[config.mk]
export PLATFORM = sky130hd
export DESIGN_NAME = eager_fork_dataless
export DESIGN_NICKNAME = d
export VERILOG_FILES = /design/src/rtl/eager_fork_dataless.sv
export SDC_FILE = /design/constraint.sdc
export NUM_CORES = 1
export LEC_CHECK = 0
export BUFFER_PORTS_ARGS = -buffer_cell sky130_fd_sc_hd__buf_4
export CAP_MARGIN = 20
export CORE_AREA = 2 2 39 41
export DETAILED_ROUTE_END_ITERATION = 12
export DIE_AREA = 0 0 41 43
export GPL_TIMING_DRIVEN = 0
export SLEW_MARGIN = 5
export SYNTH_ARGS = -nofsm -noshare
export SYNTH_HDL_FRONTEND = slang
export SYNTH_SLANG_ARGS = --single-unit
[constraint.sdc]
create_clock -name clk -period 1.3 [get_ports clk]
set_clock_uncertainty 0.1 [all_clocks]
set_input_delay 0.26 -clock clk [delete_from_list [all_inputs] [get_ports clk]]
set_output_delay 0.26 -clock clk [all_outputs]
set_load 0.02 [all_outputs]
[src/rtl/eager_fork_dataless.sv]
`default_nettype none
// ============================================================================
// Module      : eager_fork_dataless
// Description : Dataless eager fork. One input handshake token is copied onto
//               SIZE output channels, and each output may take its copy in a
//               different cycle. A pending flag per output records which
//               copies are still owed. The input is acknowledged in the cycle
//               the last owed copy is taken.
//               Optional macro EAGER_FORK_TOKEN_CNT_EN adds a free-running
//               32-bit count of input transfers on port token_count.
// Revision    : 1.0 - initial release
// ============================================================================
module eager_fork_dataless #(
    parameter int SIZE = 2
) (
    input  logic            clk,
    input  logic            rst,
    input  logic            ins_valid,
    output logic            ins_ready,
    output logic [SIZE-1:0] outs_valid,
    input  logic [SIZE-1:0] outs_ready
`ifdef EAGER_FORK_TOKEN_CNT_EN
    ,
    output logic [31:0]     token_count
`endif
);

    // All copies owed: the state for a fresh token and the reset state.
    localparam logic [SIZE-1:0] c_ALL_PENDING = {SIZE{1'b1}};

    logic [SIZE-1:0] r_pending;
    logic [SIZE-1:0] w_block;
    logic [SIZE-1:0] w_pending_next;
    logic            w_stall;
    logic            w_in_xfer;

    // Per output: a copy is offered only while still owed. An owed copy that
    // its consumer refuses blocks completion of the token. A copy already
    // taken neither offers nor blocks, so its ready input is ignored.
    generate
        for (genvar gi = 0; gi < SIZE; gi++) begin : g_lane
            assign outs_valid[gi] = ins_valid & r_pending[gi];
            assign w_block[gi]    = r_pending[gi] & ~outs_ready[gi];
        end
    endgenerate

    // The token completes once no owed copy is blocked. This is also true in
    // the cycle the last owed copy is taken, so tokens can go back to back.
    assign w_stall   = |w_block;
    assign ins_ready = ~w_stall;
    assign w_in_xfer = ins_valid & ~w_stall;

    // Next pending set: rearm on completion, otherwise keep only the copies
    // that were not taken this cycle. Without a token nothing changes.
    always_comb begin
        w_pending_next = r_pending;
        if (w_in_xfer) begin
            w_pending_next = c_ALL_PENDING;
        end else if (ins_valid) begin
            w_pending_next = w_block;
        end
    end

    // Pending register. Reset forgets any partly delivered token.
    always_ff @(posedge clk or posedge rst) begin
        if (rst) begin
            r_pending <= c_ALL_PENDING;
        end else begin
            r_pending <= w_pending_next;
        end
    end

`ifdef EAGER_FORK_TOKEN_CNT_EN
    logic [31:0] r_token_count;

    // Count completed input transfers. The count wraps naturally at 2^32.
    always_ff @(posedge clk or posedge rst) begin
        if (rst) begin
            r_token_count <= 32'd0;
        end else if (w_in_xfer) begin
            r_token_count <= r_token_count + 32'd1;
        end
    end

    assign token_count = r_token_count;
`endif

endmodule
`default_nettype wire

Yosys cells after proc, flatten, opt, wreduce, memory -nomap -nowiden:

Index checks and enable logic that the tools add are counted.

* bits of input ports: 5
* word-level logic and storage cells: 13
* output and inout bits: 3
* register bits after elaboration: 2

* multiplexer cells: 2
* reductions and logical operators: 2
* bitwise gates (word level): 8

Operators by type and width (count)
* $and A1 B1 Y1: 5
* $mux W2: 2
* $not A1 Y1: 3
* $reduce_bool A2 Y1: 1
* $reduce_or A2 Y1: 1

Longest topological paths before layout:

Gate-level depths: netlist (run 1).

* depth in word-level cells: 6
* mapped depth: 2
* gate-level depth less buffers: 2

Worst setup path after synthesis (run 1):

No wires, ideal clock.

* kind: reg2out
* from: register r_pending[0]
* to: output port ins_ready
* arrival time: 0.784 ns
* stages on the path, launching flop included: 3
* path slack: 0.156 ns
* buffers on the path: 0
* required time: 0.940 ns
* cell sequence: dfstp_2 > nand2b_1 > and2_1

* longest elaborated chain between the ends: 3

RTL lines
* start: declaration: line 31 `logic [SIZE-1:0] r_pending;`
* start signal: assignment: line 67 `r_pending <= c_ALL_PENDING;`
* start signal: assignment: line 69 `r_pending <= w_pending_next;`
* $and A1 B1 Y1: line 43 `assign w_block[gi] = r_pending[gi] & ~outs_ready[gi];`
* $reduce_or A2 Y1: line 49 `assign w_stall = |w_block;`
* $not A1 Y1: line 50 `assign ins_ready = ~w_stall;`
* end: declaration: line 19 `output logic ins_ready,`

Every way passes these cells.

Worst setup path after layout (run 1):

* from: register r_pending[1]
* to: output port ins_ready

The elaborated chain is that of the path after synthesis.

==> results.ini, run 1 <==
[status]
status=finished, violations left
violations=setup timing

[place]
dpl.hpwl_um=211
numPortBuffers=7
globalplace.congestion=0.495

[power]
p_leak_nw=0.125
ir_drop_mv=0.180
powerDensity_mw_per_mm2=1220
p_total_uw=315

[floorplan]
design.die.area_mm2=0.00176
num_io_pins=8
core_region_area_mm2=0.00138
row_count=14
start_util_pct=8.32
chipWidth_um=41
die_h_um=43

[finish]
multi_input_area_um2=62.6
diodes=0
largestRegisters=r_pending: 2 flops
layout-drive-gt1-share_pct=69.2
fill_cells=155
regMostFlops=r_pending
regArea_um2=52.6
largest_reg_flops=2
nets=33
area_growth_syn_to_layout_pct=124

[drt]
totalWireLength_um=324
vias=132
first_pass_iters=2
first_iter_violations=2
drc=0
wl_per_cell_um=7.71
viasPerCell=3.14
postRouteAntennaNets=0

[clock_network]
htree_levels=1
cts_root_buffer=clkbuf_4
path_clk_slew_ps=30
cts_buffer_depth=2
cts_num_sinks=2
cts_tree=done
clock_latency_ps=220
cts_buffers=3

[hold_path]
hold_depth=2
hold_path_class=input pin to flip-flop

[global_route]
antenna_found_initial=0
grt_max_degree=7
grtUsageTotal_pct=4.51
grt_pass1_vias=163
grt_overflow_total=0
grt_pass1_wl_um=483

[timing]
slew_headroom_pct=94.5
hold_viol_final=0
hold_ws_ps=200
final.min_clock_period_ps=1470
max_freq_ghz=0.681
setup_viol=3
setup_slack_ps=-168
fin_crit_sh_pct=113
maxSlewViolCount=0
rsz0062_at_grt=yes
worst_pin_slew_ps=83.2

[run]
drv_cap=0

[synth]
synth.area.top_cells=dfstp_2, a22o_1, and2_2
syn_inst=12
seq_area_frac_synth_pct=45.7
synth_area_leader_cell=dfstp_2
ys_async_sr_fraction_pct=100
yosysWarnings=0
synth.distinct_cells=7
synth_commonest_cells=a22o_1, and2_2, dfstp_2, nand2_1, nand2b_1
synth-main-ff-cell=dfstp_2
synth_top_area_share_pct=45.7
synthesis.area_um2=115
syn_nets=17
yosys_register_bits=2
synth_edf_count=0
syn_area_per_cell_um2=9.59

[critical_path]
worstPathArrival_ps=1110
crit_type=flip-flop to output port
endpoint_kind=output port
cp_data_required_time_ps=940
reg2reg_depth=4
crit_fanout=3
regToRegSetupSlack_ps=70
cp-start-kind=flip-flop

## logic make-up after synthesis
kind of cell,share of synthesized area (%)
flops,45.7
compound gates,15.2
buf+inv,3.26
simple gates,35.9
## power breakdown
group | internal, mW | switching [mW]
Combinational | 0.0584 | 0.0347
Clock | 0.102 | 0.0368
Sequential | 0.0766 | 0.00657
## worst max-delay path, cell delays in order, from the launching register on
cell	delay [ps]
dfstp_2	530
nand2b_1	70
and2_4	160
buf_6	120
## repair_timing
item,4_1_cts,5_1_grt
hold buffers,1,0
pin swaps,1,1
endpoints found under the hold margin,2,0
setup endpoints to repair,3,4
buffers inserted,5,0
gates resized for setup,5,0
## routing by layer
| layer | up-vias | global-route usage, % | wire [um] |
|---|---|---|---|
| met5 | - | 0 | 0 |
| li1 | 67 | - | - |
| met1 | 59 | 2.56 | 104 |
| met2 | 6 | 7.81 | 189 |
| met4 | 0 | 8.00 | 0 |
| met3 | 0 | 0 | 30 |
## through the flow
step	area (um^2)	setup WS [ps]	cells	TNS [ps]	utilization, %
after CTS	273	-170	44	-429	19.7
after detailed placement	188	39.0	35	0	13.6
after global routing	258	-209	42	-392	18.6
after floorplan	115	156	12	0	-
after global placement	188	49.9	35	0	13.6
final	258	-168	42	-290	18.6
## area by class of cell
class | instances | area share (%)
multi-input cells | 9 | 24.3
repair buffers | 11 | 37.4
clock buffers | 3 | 8.74
well taps | 16 | 7.77
inverters | 1 | 1.46
flip-flops and latches | 2 | 20.4
## cells in the final DEF (no fill, tap or decap)
master and instances:
nand2b_1 2, clkbuf_4 3, buf_4 7, inv_1 1, dfstp_2 2, buf_6 3, nand2_1 2, a22o_1 2
and2_2 1, dlygate4sd3_1 1, and2_4 2
## final timing paths
path	from	endpoint
worst max-delay path	r_pending[1]	ins_ready
worst min-delay path	ins_valid	r_pending[1]
worst max register to register	r_pending[0]	r_pending[1]
worst min register to register	r_pending[1]	r_pending[1]
max in group asynchronous	rst	r_pending[1]
min in group asynchronous	rst	r_pending[0]
Power figures use the tool's default switching activity.
==> inputs of run 2 (changes only) <==
- BUFFER_PORTS_ARGS: -buffer_cell sky130_fd_sc_hd__buf_4 -> -buffer_cell sky130_fd_sc_hd__buf_2
==> run 2 against run 1 <==
The run still ends with setup timing left. Sequential power about the same. First-iteration DRC count shrank 50%. Maximum frequency is 0.84% lower. Critical path type unchanged. Non-clock buffer count did not move. Die area is the same. Combinational power about the same. Clock power about the same. Via count increased by 6.8%.
==> results.ini, run 2 (synthesized netlist as in run 1, its figures left out) <==
[status]
status=finished, violations left  ; unchanged
violations=setup timing  ; unchanged

[critical_path]
endpoint_kind=output port  ; unchanged
worstPathArrival_ps=1120  ; was 1110 ps
path_cells=nand2b_1 -> and2_4 -> buf_6  ; unchanged
worstSetupStartpoint=r_pending[0]  ; was r_pending[1]
regToRegSetupSlack_ps=90  ; was 70 ps
crit_type=flip-flop to output port  ; unchanged
cp-start-kind=flip-flop  ; unchanged
cp_data_required_time_ps=940  ; about the same
reg2reg_depth=4  ; unchanged
timing.rr.end=r_pending[0]  ; was r_pending[1]
crit_slowest_cell=dfstp_2  ; unchanged
r2r-start=r_pending[1]  ; was r_pending[0]
crit_fanout=3  ; unchanged
max_stage_delay_ps=530  ; about the same
crit_end=ins_ready  ; unchanged

[drt]
postRouteAntennaNets=0  ; unchanged
drc=0  ; unchanged
wl_per_cell_um=8.02  ; was 7.71 um
viasPerCell=3.36  ; was 3.14
totalWireLength_um=337  ; was 324 um
first_iter_violations=1  ; was 2
vias=141  ; was 132
first_pass_iters=2  ; unchanged

[place]
globalplace.congestion=0.439  ; was 0.495
post-place-ws_ps=48.2  ; was 39.0 ps
dpl_cell_area_um2=170  ; was 188 um^2
numPortBuffers=7  ; unchanged

[power]
swShare_pct=24.9  ; was 24.8%
p_switching_uw=78.0  ; was 78.1 uW
combPwrFrac_pct=29.7  ; was 29.6%
p_leak_nw=0.123  ; was 0.125 nW
seq_power_share_pct=26.5  ; was 26.4%
power.share.clock_pct=43.9  ; was 44.1%
ir_drop_mv=0.148  ; was 0.180 mV
internal_power_uw=235  ; was 237 uW
powerDensity_mw_per_mm2=1260  ; was 1220 mW/mm^2

[timing]
setup_tns_ps=-288  ; was -290 ps
setup_slack_ps=-180  ; was -168 ps
slew_headroom_pct=93.1  ; was 94.5%
max_freq_ghz=0.675  ; was 0.681 GHz
setup_viol=3  ; unchanged
rsz0062_at_grt=yes  ; unchanged
final.min_clock_period_ps=1480  ; was 1470 ps
hold_viol_final=0  ; unchanged
worst_pin_slew_ps=103  ; was 83.2 ps
maxSlewViolCount=0  ; unchanged
fin_crit_sh_pct=114  ; was 113%

[floorplan]
row_count=14  ; unchanged
num_io_pins=8  ; unchanged
die_h_um=43  ; unchanged
start_util_pct=8.32  ; unchanged
design.die.area_mm2=0.00176  ; unchanged
chipWidth_um=41  ; unchanged
core_region_area_mm2=0.00138  ; unchanged

[global_route]
grtUsageTotal_pct=3.91  ; was 4.51%
antenna_found_initial=0  ; unchanged
grt_pass1_vias=130  ; was 163
grt_overflow_total=0  ; unchanged
grt_max_degree=7  ; unchanged
grt_pass1_wl_um=400  ; was 483 um

[finish]
regArea_um2=52.6  ; unchanged
nets=33  ; unchanged
fill_cells=156  ; was 155
area_growth_syn_to_layout_pct=116  ; was 124%
stdcell_area_um2=249  ; was 258 um^2
multi_input_area_um2=63.8  ; was 62.6 um^2
regMostFlops=r_pending  ; unchanged
layout-drive-gt1-share_pct=69.2  ; unchanged
largestRegisters=r_pending: 2 flops  ; unchanged
layout_common_cells=buf_2, and2_4, clkbuf_4, buf_6, buf_4  ; was buf_4, clkbuf_4, buf_6
layout_commonest_cell=buf_2  ; was buf_4
diodes=0  ; unchanged
largest_reg_flops=2  ; unchanged
final_util_pct=18.0  ; was 18.6%

[clock_network]
cts_tree=done  ; unchanged
cts_buffer_depth=2  ; unchanged
path_clk_slew_ps=30  ; about the same
cts_root_buffer=clkbuf_4  ; unchanged
htree_levels=1  ; unchanged
cts_num_sinks=2  ; unchanged
cts_buffers=3  ; unchanged
clock_latency_ps=220  ; about the same

[hold_path]
hold_path_class=input pin to flip-flop  ; unchanged

[run]
drv_cap=0  ; unchanged

[run 2: cell counts in the layout (fill, tap and decap cells not counted)]
No cell type changed its count.
[run 2: stage by stage]
step | hold slack [ps] | instances | total power [mW]
after floorplan | 71.5 | 12 | 0.117
after global placement | 181 | 35 | 0.137
final | 245 | 42 | 0.313
after global routing | 252 | 42 | 0.339
after CTS | 229 | 40 | 0.307
after detailed placement | 184 | 35 | 0.138
[run 2: final cells by class]
cell class | count | area share, %
clock buffers | 3 | 9.05
inverters | 1 | 1.51
multi-input cells | 9 | 25.6
flip-flops and latches | 2 | 21.1
well taps | 16 | 8.04
repair buffers | 11 | 34.7
[run 2: per-layer routing]
metal  vias up  GRT usage (%)  share of wire (%)
met2         6           5.94                 63
met3         0              0                6.8
met1        67           2.56                 30
met5         -              0                  0
li1         68              -                  -
met4         0           8.00                  0
[run 2: power groups by stage]
stage | clock [mW] | sequential (mW) | combinational, mW
after floorplan | 0 | 0.0807 | 0.0363
after global placement | 0 | 0.0826 | 0.0546
after detailed placement | 0 | 0.0824 | 0.0554
after CTS | 0.147 | 0.0822 | 0.0783
after global routing | 0.155 | 0.0838 | 0.100
final | 0.137 | 0.0829 | 0.0929
[run 2: worst min-delay path by stage]
stage                         start            to  slack, ps  depth (start not counted)
after floorplan                 rst  r_pending[0]         70                          1
after global placement          rst  r_pending[0]        180                          2
after detailed placement        rst  r_pending[1]        180                          2
after CTS                 ins_valid  r_pending[1]        230                          2
after global routing      ins_valid  r_pending[1]        250                          2
final                     ins_valid  r_pending[1]        250                          2
[run 2: what timing repair did]
| action | CTS | global route |
|---|---|---|
| setup buffers | 1 | 2 |
| endpoints found under the setup margin | 3 | 3 |
| resized for setup | 7 | 2 |
| endpoints found under the hold margin | 2 | 0 |
| pin swaps | 1 | 1 |
| hold buffers | 1 | 0 |
[run 2: critical path: cells and delay by family (launching register included)]
| family | cells | cell delay [ps] |
|---|---|---|
| buffers and inverters | 1 | 120 |
| and+or+nand+nor | 2 | 240 |
| DFF | 1 | 530 |
